<file path="src/rtl/mux_arb.sv">
// mux_arb: registered N:1 channel mux with select-driven or round-robin grant.
module mux_arb #(
  parameter int WIDTH    = 32,
  parameter int CHANNELS = 4,
  parameter int MODE     = 0,
  parameter int SW       = $clog2(CHANNELS)
)(
  input  logic                      clk,
  input  logic                      rst,
  input  logic [CHANNELS*WIDTH-1:0] in_data,
  input  logic [CHANNELS-1:0]       in_valid,
  output logic [CHANNELS-1:0]       in_ready,
  input  logic [SW-1:0]             sel,
  output logic [WIDTH-1:0]          out_data,
  output logic                      out_valid,
  input  logic                      out_ready,
  output logic [SW-1:0]             out_chan
);
  logic [SW-1:0] rr_ptr, grant;
  logic found, can_load, xfer;
  always_comb begin
    int idx;
    idx = 0;
    grant = '0;
    found = 1'b0;
    if (MODE == 1) begin
      for (int k = 0; k < CHANNELS; k++) begin
        idx = int'(rr_ptr) + k;
        idx = idx >= CHANNELS ? idx - CHANNELS : idx;
        if (!found && in_valid[idx]) begin
          found = 1'b1;
          grant = SW'(idx);
        end
      end
    end else begin
      found = int'(sel) < CHANNELS;
      grant = sel;
    end
  end
  assign can_load = !out_valid || out_ready;
  // reset gates the grant so nothing can be accepted while it is held
  assign in_ready = (found && can_load && !rst) ? CHANNELS'(1) << grant : '0;
  assign xfer = |(in_valid & in_ready);
  always_ff @(posedge clk or posedge rst) begin
    if (rst) begin
      out_valid <= 1'b0;
      out_data  <= '0;
      out_chan  <= '0;
      rr_ptr    <= '0;
    end else if (xfer) begin
      out_valid <= 1'b1;
      out_data  <= in_data[grant*WIDTH +: WIDTH];
      out_chan  <= grant;
      if (MODE == 1) rr_ptr <= (int'(grant) == CHANNELS - 1) ? '0 : grant + 1'b1;
    end else if (out_ready) begin
      out_valid <= 1'b0;
    end
  end
endmodule
</file>
<file path="config.mk">
export PLATFORM = sky130hd
export DESIGN_NAME = mux_arb
export DESIGN_NICKNAME = d
export VERILOG_FILES = /design/src/rtl/mux_arb.sv
export SDC_FILE = /design/constraint.sdc
export NUM_CORES = 1
export LEC_CHECK = 0
export CAP_MARGIN = 10
export CORE_MARGIN = 2
export CORE_UTILIZATION = 37
export CTS_BUF_LIST = sky130_fd_sc_hd__clkbuf_8 sky130_fd_sc_hd__clkbuf_16
export DETAILED_ROUTE_END_ITERATION = 12
export GPL_ROUTABILITY_DRIVEN = 1
export PLACE_DENSITY_LB_ADDON = 0.08
export SYNTH_ARGS = -nofsm -noshare
export SYNTH_HDL_FRONTEND = slang
export SYNTH_SLANG_ARGS = --single-unit
</file>
<file path="constraint.sdc">
create_clock -name clk -period 3.9 [get_ports clk]
set_input_delay 0.78 -clock clk [delete_from_list [all_inputs] [get_ports clk]]
set_output_delay 0.78 -clock clk [all_outputs]
set_load 0.01 [all_outputs]
</file>
* Yosys cells after proc, flatten, opt, wreduce, memory -nomap -nowiden
Index checks and enable logic that the tools add are counted.
Storage, ports and cells: register bits after elaboration 35, input bits 137
Cells by class: shift operators 2, muxes and demuxes 3, bitwise logic cells 1, reduce and logical (&&, ||, !) cells 6
Operator list (count):
- indexed part select 128 x 8 -> 32 bit | 1
- bitwise AND 4 bit | 1
- 2-to-1 mux 4 bit | 1
- OR reduction 4 bit | 1
- left shift 1 x 2 -> 4 bit, first input constant | 1
- logical NOT 1 bit | 2
- 2-to-1 mux 1 bit | 2
- nonzero test 2 bit | 1
- logical AND 1 bit | 1
- logical OR 1 bit | 1

* Longest topological paths before layout
word-level depth 7, gate-level depth with buffers 5, depth with buffers taken out 3

* Worst setup path after synthesis
No wires, ideal clock.
kind input to output, start in rst, end out in_ready[0], data arrival time 2157 ps, required time 3120 ps, path slack 963 ps, stages on the path 3, cells stage by stage inv_1 > nand2_1 > nor3_1
On the way: longest elaborated chain between the ends 3
RTL lines:
- start, declared | RTL line 9 | input logic rst,
- logical NOT 1 bit (no source line)
- logical AND 1 bit | RTL line 42 | assign in_ready = (found && can_load && !rst) ? CHANNELS'(1) << grant : '0;
- 2-to-1 mux 4 bit | RTL line 42
- end, declared | RTL line 12 | output logic [CHANNELS-1:0] in_ready,
Every way passes these cells.

* Final worst setup path
start in out_ready, end out in_ready[3]
On the way: longest elaborated chain between the ends 3
RTL lines:
- start, declared | RTL line 16 | input logic out_ready,
- logical OR 1 bit | RTL line 40 | assign can_load = !out_valid || out_ready;
- logical AND 1 bit | RTL line 42
- 2-to-1 mux 4 bit | RTL line 42
Every way passes these cells.

==> flow_summary.json <==
{
  "synth_top_area_cell": "dfrtp_1",
  "place_inst": 379,
  "status": "finished, final reports clean",
  "post-route-min-period_ps": 3240,
  "drtPass1Iterations": 4,
  "critPathRequiredTime_ps": 3120,
  "p_leak_nw": 1.72,
  "r2r_end": "out_data[0]$_DFFE_PP0P_",
  "cts-htree-levels": 2,
  "setup_violations": 0,
  "syn_nets": 270,
  "wl_met1_mm": 2.33,
  "drc": 0,
  "syn_area_per_cell_um2": 17.9,
  "crit_type": "input pin to primary output",
  "ir_drop_v": 0.000186,
  "finalSetupTns_ps": 0,
  "ys_ff_latch": 35,
  "pre_cts_ws_ps": 703,
  "hold_depth": 1,
  "final_antenna_net_count": 0,
  "clock_sinks": 35,
  "track_usage_pct": 18.8,
  "routed.top_layer": "met4",
  "rsz0062_at_grt": "no",
  "powerDensity_mw_per_mm2": 347,
  "wirelength_mm": 6.60,
  "hold_viol_final": 0,
  "first_iter_violations": 27,
  "ios": 176,
  "cts_made_buffers": 5,
  "cp-start-kind": "input pin",
  "grt_max_degree": 39,
  "hold_path.class": "register to register",
  "synth_edf_count": 0,
  "syn-instance-count": 133,
  "wl_per_cell_um": 17.1,
  "ctsHoldBuffers": 0,
  "maxCapViolCount": 0,
  "finalPower_mw": 1.46,
  "cts_root_buf": "clkbuf_8",
  "reg2reg_from": "out_valid$_DFFE_PP0P_",
  "final_area_mm2": 0.00422,
  "worstMarginPinSlew_ps": 574,
  "fmax_mhz": 309,
  "maxSlewHeadroom_pct": 61.8,
  "post-cts-setup-buffers": 0,
  "cts_resized": 0,
  "async_flop_share_pct": 100,
  "initial_core_util_pct": 37.9,
  "min_from": "out_data[9]$_DFFE_PP0P_",
  "overflow": 0,
  "wl_met3_um": 697,
  "r2r_cells": 4,
  "yosysTopAreaCellShare_pct": 36.8,
  "syn_to_final_growth_pct": 77.4,
  "fin_ws_ps": 665,
  "final_nets": 446,
  "synth_area_leaders": "dfrtp_1, mux4_2, mux2_4",
  "clkTransAtPathRegs_ps": 70,
  "grt_pass1_vias": 2207,
  "clk_latency_ps": 290,
  "viasPerCell": 5.17,
  "antenna_found_initial": 0,
  "cts_tree": "yes",
  "io_buffers": 175,
  "worst-endpoint-arrival_ps": 2460,
  "synth_ff_type": "dfrtp_1",
  "synth_warnings": 0,
  "n_antenna_cell": 0,
  "cts_buffer_depth": 2,
  "die_h_um": 84.2,
  "fp-row-count": 29,
  "fin_skew_ps": 4.11,
  "fin_crit_sh_pct": 83.0,
  "gp_congestion": 0.901,
  "final_util_pct": 67.2,
  "netlist_area_mm2": 0.00238,
  "placed_area_mm2": 0.00413,
  "hpwl_mm": 5.19,
  "drive_gt1_share_pct": 25.2,
  "final_cells": 387,
  "ys_types": 19,
  "grt_pass1_wl_mm": 10.3,
  "die-area_mm2": 0.00709,
  "die_x_um": 84.2,
  "hold_end": "out_data[9]$_DFFE_PP0P_",
  "r2r_setup_slack_ps": 2230,
  "seq_area_frac_synth_pct": 36.8,
  "end_kind": "primary output",
  "wl_met2_mm": 3.38,
  "slew_viol_final": 0,
  "critPathMaxFanout": 5,
  "route.vias.total": 2000,
  "hold_ws_ps": 506,
  "core_mm2": 0.00628
}
[worst max path at each step]
stage | from | endpoint | slack [ps]
6_report | out_ready | in_ready[3] | 660
5_1_grt | out_ready | in_ready[3] | 640
4_1_cts | out_ready | in_ready[3] | 700
3_5_place_dp | out_ready | in_ready[3] | 700
3_3_place_gp | out_ready | in_ready[0] | 800
2_1_floorplan | rst | in_ready[0] | 960
[power breakdown]
| group | switching, mW | leakage, nW | internal, mW |
|---|---|---|---|
| clock | 0.137 | 0.0402 | 0.124 |
| sequential | 0.0567 | 0.409 | 0.464 |
| combinational | 0.204 | 1.27 | 0.478 |
| total | 0.397 | 1.72 | 1.07 |
[layer usage]
metal	track usage [%]	vias up
li1	-	896
met1	20.1	974
met2	33.0	112
met3	6.59	18
met4	8.65	0
met5	0	-
[layout by cell type, fill, tap and decap left out]
cell type and instances:
buf_4 5, mux4_2 28, clkinv_2 1, mux4_1 5, clkbuf_8 5, nor3_1 4, mux2_2 5, nand2_1 2
nand2b_1 1, nand3_4 1, clkdlybuf4s50_1 173, mux2_4 29, o21ai_0 2, buf_2 2, nor2b_1 1, a31oi_1 2
mux2i_1 2, clkinv_1 1, o31ai_1 2, clkinvlp_4 2, inv_1 2, dfrtp_1 35
[final cells by class]
cell class,count,area (um^2)
Inverter,3,11.3
Fill cell,485,2060
Multi-Input combinational cell,84,1370
Timing Repair Buffer,180,1780
Clock buffer,5,68.8
Sequential cell,35,876
Tap cell,77,96.3
Clock inverter,3,20.0
[Yosys cell counts, drive strengths merged (2+ instances only)]
| master | n |
|---|---|
| dfrtp | 35 |
| a31oi | 2 |
| buf | 9 |
| inv | 3 |
| o21ai | 2 |
| nand2 | 2 |
| clkbuf | 2 |
| mux2 | 34 |
| mux4 | 33 |
| mux2i | 2 |
| o31ai | 2 |
| nor3 | 4 |
[critical path, cell delays in order]
cell and delay, ps:
clkdlybuf4s50_1 470, nand2b_1 250, nand2_1 140, nor3_1 210, clkdlybuf4s50_1 590
[cell families (layout without fill, tap and decap cells)]
| family | after synthesis | in the layout | synth area share (%) |
|---|---|---|---|
| buffers and inverters | 14 | 191 | 5.63 |
| flip-flops | 35 | 35 | 36.8 |
| AO/OA/AOI/OAI | 6 | 6 | 1.58 |
| AND/OR/NAND/NOR | 9 | 9 | 2.42 |
| multiplexers | 69 | 69 | 53.6 |
[state kept, by name (all words and copies together) (netlist names)]
| signal | cells |
|---|---|
| out_data | 32 |
| out_chan | 2 |
| out_valid | 1 |
No activity file was read; power rests on OpenSTA's default activity.
==> RTL edit 1, RTL diff (same settings) <==
Set the parameter `MODE` to 1 (it was 0).
--- a/src/rtl/mux_arb.sv
+++ b/src/rtl/mux_arb.sv
@@ -2,7 +2,7 @@
 module mux_arb #(
   parameter int WIDTH    = 32,
   parameter int CHANNELS = 4,
-  parameter int MODE     = 0,
+  parameter int MODE     = 1,
   parameter int SW       = $clog2(CHANNELS)
 )(
   input  logic                      clk,
Behaviour: not the same (Yosys sat finds a counterexample within 4 cycles, from zero or initial values and one cycle with rst high).
==> RTL edit 1 against the original RTL <==
Via count grew 26%. Setup slack lost 0.43 ns. Critical path type unchanged. Count of clock-buffer cells in the layout grew 1. Routed wire length grew 21%. Area after synthesis grew 2.7%. Highest routed layer unchanged. Cell area grew 2.2%. Sequential cell count grew 2.
Power is not compared: it rests on default switching activity, and its combinational part moved more than twofold at a synthesized area within 25%.
==> RTL edit 1: results (changes against the original RTL) <==
| Metric | Value |
|---|---|
| Layout Skew | 0.00971 ns (+0.00560 ns) |
| Clk Latency, worst-skew pair | 0.29 ns (about the same) |
| Vias in the first global route | 2609 (+18%) |
| Largest regs | out_data: 32 flops, out_chan: 2 flops, rr_ptr: 2 flops |
| Layout cells sized above 1 | 0.0785 (-0.173) |
| Final min period | 3.67 ns (+0.433 ns) |
| Setup Buffers After CTS | 0 (unchanged) |
| WL/cell | 16.9 um (-1.2%) |
| Internal reg-to-reg setup slack | 1.24 ns (-0.99 ns) |
| Gpl congestion | 0.801 (-11%) |
| CP max FO | 6 (+1) |
| Syn nets | 365 (+35%) |
| Area contributors post-synth | dfrtp_1 38%, mux2i_1 27%, o221ai_1 9.3% |
| Post-DP HPWL | 6220 um (+20%) |
| Largest net degree at the start of global routing | 48 (+23%) |
| Dpl ws | 0.248 ns (-0.454 ns) |
| Int Power | 1490 uW |
| VDD IR max | 0.311 mV |
| EDFF count, synth | 0 (unchanged) |
| Clock H-tree levels | 2 (unchanged) |
| First-pass GRT wire length | 12700 um (+23%) |
| Tightest Pin Transition | 0.987 ns (+0.413 ns) |
| Hold slack | 0.514 ns (+0.00795 ns) |
| Maximum root-to-sink buffer count | 2 (unchanged) |
| Sequential element share of the synthesized area | 0.379 (+0.0109) |
| Placed instance area | 4230 um^2 (+2.3%) |
| Outcome | complete, no violations |
| Commonest cells in the netlist | 65 x mux2i_1, 37 x dfrtp_1, 33 x o21ai_0 |
| Port Buf Inserts | 173 (-1.1%) |
| Filler Cell Count | 531 (+9.5%) |
| Via count | 2528 (+26%) |
| GRT Util Overall | 0.218 (+0.0303) |
| DR iter-0 viols | 96 (+260%) |
| Critical path data arrival time | 2.89 ns (+0.43 ns) |
| Nets | 534 (+20%) |
| Distinct cells, synth | 29 (+10) |
## RTL edit 1: worst paths after layout
| path | end | cells past startpoint | start |
|---|---|---|---|
| min in group asynchronous | out_valid$_DFFE_PP0P_ | 2 | rst |
| max reg2reg | out_data[17]$_DFFE_PP0P_ | 10 | rr_ptr[1]$_DFFE_PP0P_ |
| max in group asynchronous | out_data[14]$_DFFE_PP0P_ | 3 | rst |
| min reg2reg | out_chan[1]$_DFFE_PP0P_ | 1 | out_chan[1]$_DFFE_PP0P_ |
| max | in_ready[0] | 9 | in_valid[0] |
| min | out_chan[1]$_DFFE_PP0P_ | 1 | out_chan[1]$_DFFE_PP0P_ |
## RTL edit 1: power by group through the flow
stage          combinational [uW]  clock [uW]  sequential (uW)
6_report                     1430         271              655
3_5_place_dp                 1440           0              662
2_1_floorplan                 713           0              739
3_3_place_gp                 1430           0              653
5_1_grt                      1550         294              680
4_1_cts                      1450         276              656
## RTL edit 1: cell type report
| class | instances | area share |
|---|---|---|
| multi-input combinational | 159 | 0.314 |
| sequential | 37 | 0.215 |
| clock inverter | 1 | 0.000871 |
| tap | 77 | 0.0223 |
| timing repair buffer | 185 | 0.423 |
| clock buffer | 6 | 0.0192 |
| inverter | 7 | 0.00609 |
## RTL edit 1: worst max-delay path, cell delays in order
cell and delay [ns]:
clkdlybuf4s50_1 0.53, mux2i_1 0.23, nor2_2 0.06, nor3_1 0.36, inv_1 0.12, ha_1 0.24, inv_1 0.05, nor2_1 0.04
clkdlybuf4s50_1 0.48
## RTL edit 1: routing by layer
| metal | global-route usage | routed length (um) | vias up |
|---|---|---|---|
| met5 | 0 | 0 | - |
| met4 | 0.0649 | 182 | 0 |
| met3 | 0.0720 | 720 | 14 |
| met2 | 0.391 | 3910 | 116 |
| met1 | 0.244 | 3150 | 1192 |
| li1 | - | - | 1206 |
## RTL edit 1: cells by family (layout without fill, tap and decap cells)
group | count (synthesis) | count (layout) | share of synthesized area
AO/OA/AOI/OAI | 74 | 74 | 0.228
multiplexers | 67 | 67 | 0.276
flip-flops | 37 | 37 | 0.379
buffers and inverters | 30 | 199 | 0.0748
AND/OR/NAND/NOR | 16 | 16 | 0.0323
adder cells (fa/ha/maj) | 2 | 2 | 0.0102
## RTL edit 1: metrics by stage
stage,cells,power [uW],util
after floorplan,226,1450,-
after detailed placement,465,2100,0.665
after CTS,472,2380,0.679
after global routing,472,2520,0.679
after global placement,465,2080,0.665
final,472,2360,0.679
==> RTL edit 2, RTL diff (same flow settings) <==
Without the edit above. Make the reset (`rst`) synchronous in one clocked block.
--- a/src/rtl/mux_arb.sv
+++ b/src/rtl/mux_arb.sv
@@ -41,7 +41,7 @@
   // reset gates the grant so nothing can be accepted while it is held
   assign in_ready = (found && can_load && !rst) ? CHANNELS'(1) << grant : '0;
   assign xfer = |(in_valid & in_ready);
-  always_ff @(posedge clk or posedge rst) begin
+  always_ff @(posedge clk) begin
     if (rst) begin
       out_valid <= 1'b0;
       out_data  <= '0;
Function: differs if rst is asserted again (counterexample within 4 cycles, from zero or initial values and one cycle with rst high); with rst held inactive, the same outputs for 10 cycles.
==> RTL edit 2 against the original RTL <==
Sequential share of layout area is 3.3 points lower. Global-route usage rose by 4.3 points. Clock skew shrank 0.0015 ns. Non-clock buffer count up 2. Largest power group is now registers. Routed wire length is 16% higher. Total power down 29%. Area after synthesis down 8.7%. Highest routed layer unchanged. Sequential cell count is the same. Critical path depth fell by 2. Hold slack lost 0.044 ns. Setup slack lost 0.056 ns. Critical endpoint unchanged. Fmax shrank 1.7%. Cell area shrank 5.1%.
==> RTL edit 2: results (changes against the original RTL) <==
| Metric | Value |
|---|---|
| Outcome | complete, no violations |
| Post-DP HPWL | 5860 um (+13%) |
| Clk pwr share | 0.236 (+0.058) |
| Hold path endpoint | out_data[14]$_SDFFE_PP0P_ |
| GRT Util Overall | 0.230 (+0.0428) |
| Met1 GRT Util | 0.249 (+0.0478) |
| Placed cell count | 438 (+16%) |
| Met3 routed WL | 735 um (+5.5%) |
| Largest net degree at the start of global routing | 35 (-10%) |
| Avg Cell Area, Syn | 10.3 um^2 (-42%) |
| Filler Cell Count | 458 (-5.6%) |
| Layout cells sized above 1 | 0.131 (-0.121) |
| Syn nets | 347 (+29%) |
| Reg2Reg Depth | 5 (+1) |
| Multi-input gates | 148 (+76%) |
| WHS Path Cells | 2 (+1) |
| Tightest Pin Transition | 0.594 ns (+0.0204 ns) |
| Top FF cell, synth | dfxtp_1 |
| Sw frac | 0.266 (-0.00609) |
| WL/cell | 17.1 um (+0.50%) |
| Via count | 2481 (+24%) |
| Signal buf overhead | 0.448 (+0.0263) |
| Multi-input logic area | 1340 um^2 (-2.4%) |
| Met2 usage | 0.421 (+0.0904) |
| Worst R2R End | out_data[25]$_SDFFE_PP0P_ |
[RTL edit 2: cell types whose count changed after synthesis, sizes merged, moves of 32 or more]
cell   unedited run  this run
mux2             34         1
dfxtp             0        35
a21oi             0        35
nand3             1        34
o21ai             2        34
dfrtp            35         0
[RTL edit 2: per-stage QoR]
| stage | setup slack (ns) | utilization | power [uW] |
|---|---|---|---|
| after floorplan | 1.38 | - | 574 |
| after global placement | 0.651 | 0.704 | 791 |
| after detailed placement | 0.612 | 0.704 | 799 |
| after CTS | 0.615 | 0.719 | 1040 |
| after global routing | 0.543 | 0.719 | 1090 |
| final | 0.608 | 0.719 | 1030 |
[RTL edit 2: worst max-delay path by stage]
stage	from	to	slack (ns)	cells after the start
global placement	rst	in_ready[3]	0.65	3
CTS	rst	in_ready[3]	0.62	3
finish	rst	in_ready[3]	0.61	3
global route	rst	in_ready[0]	0.54	3
detailed placement	rst	in_ready[3]	0.61	3
floorplan	sel[1]	in_ready[3]	1.38	4
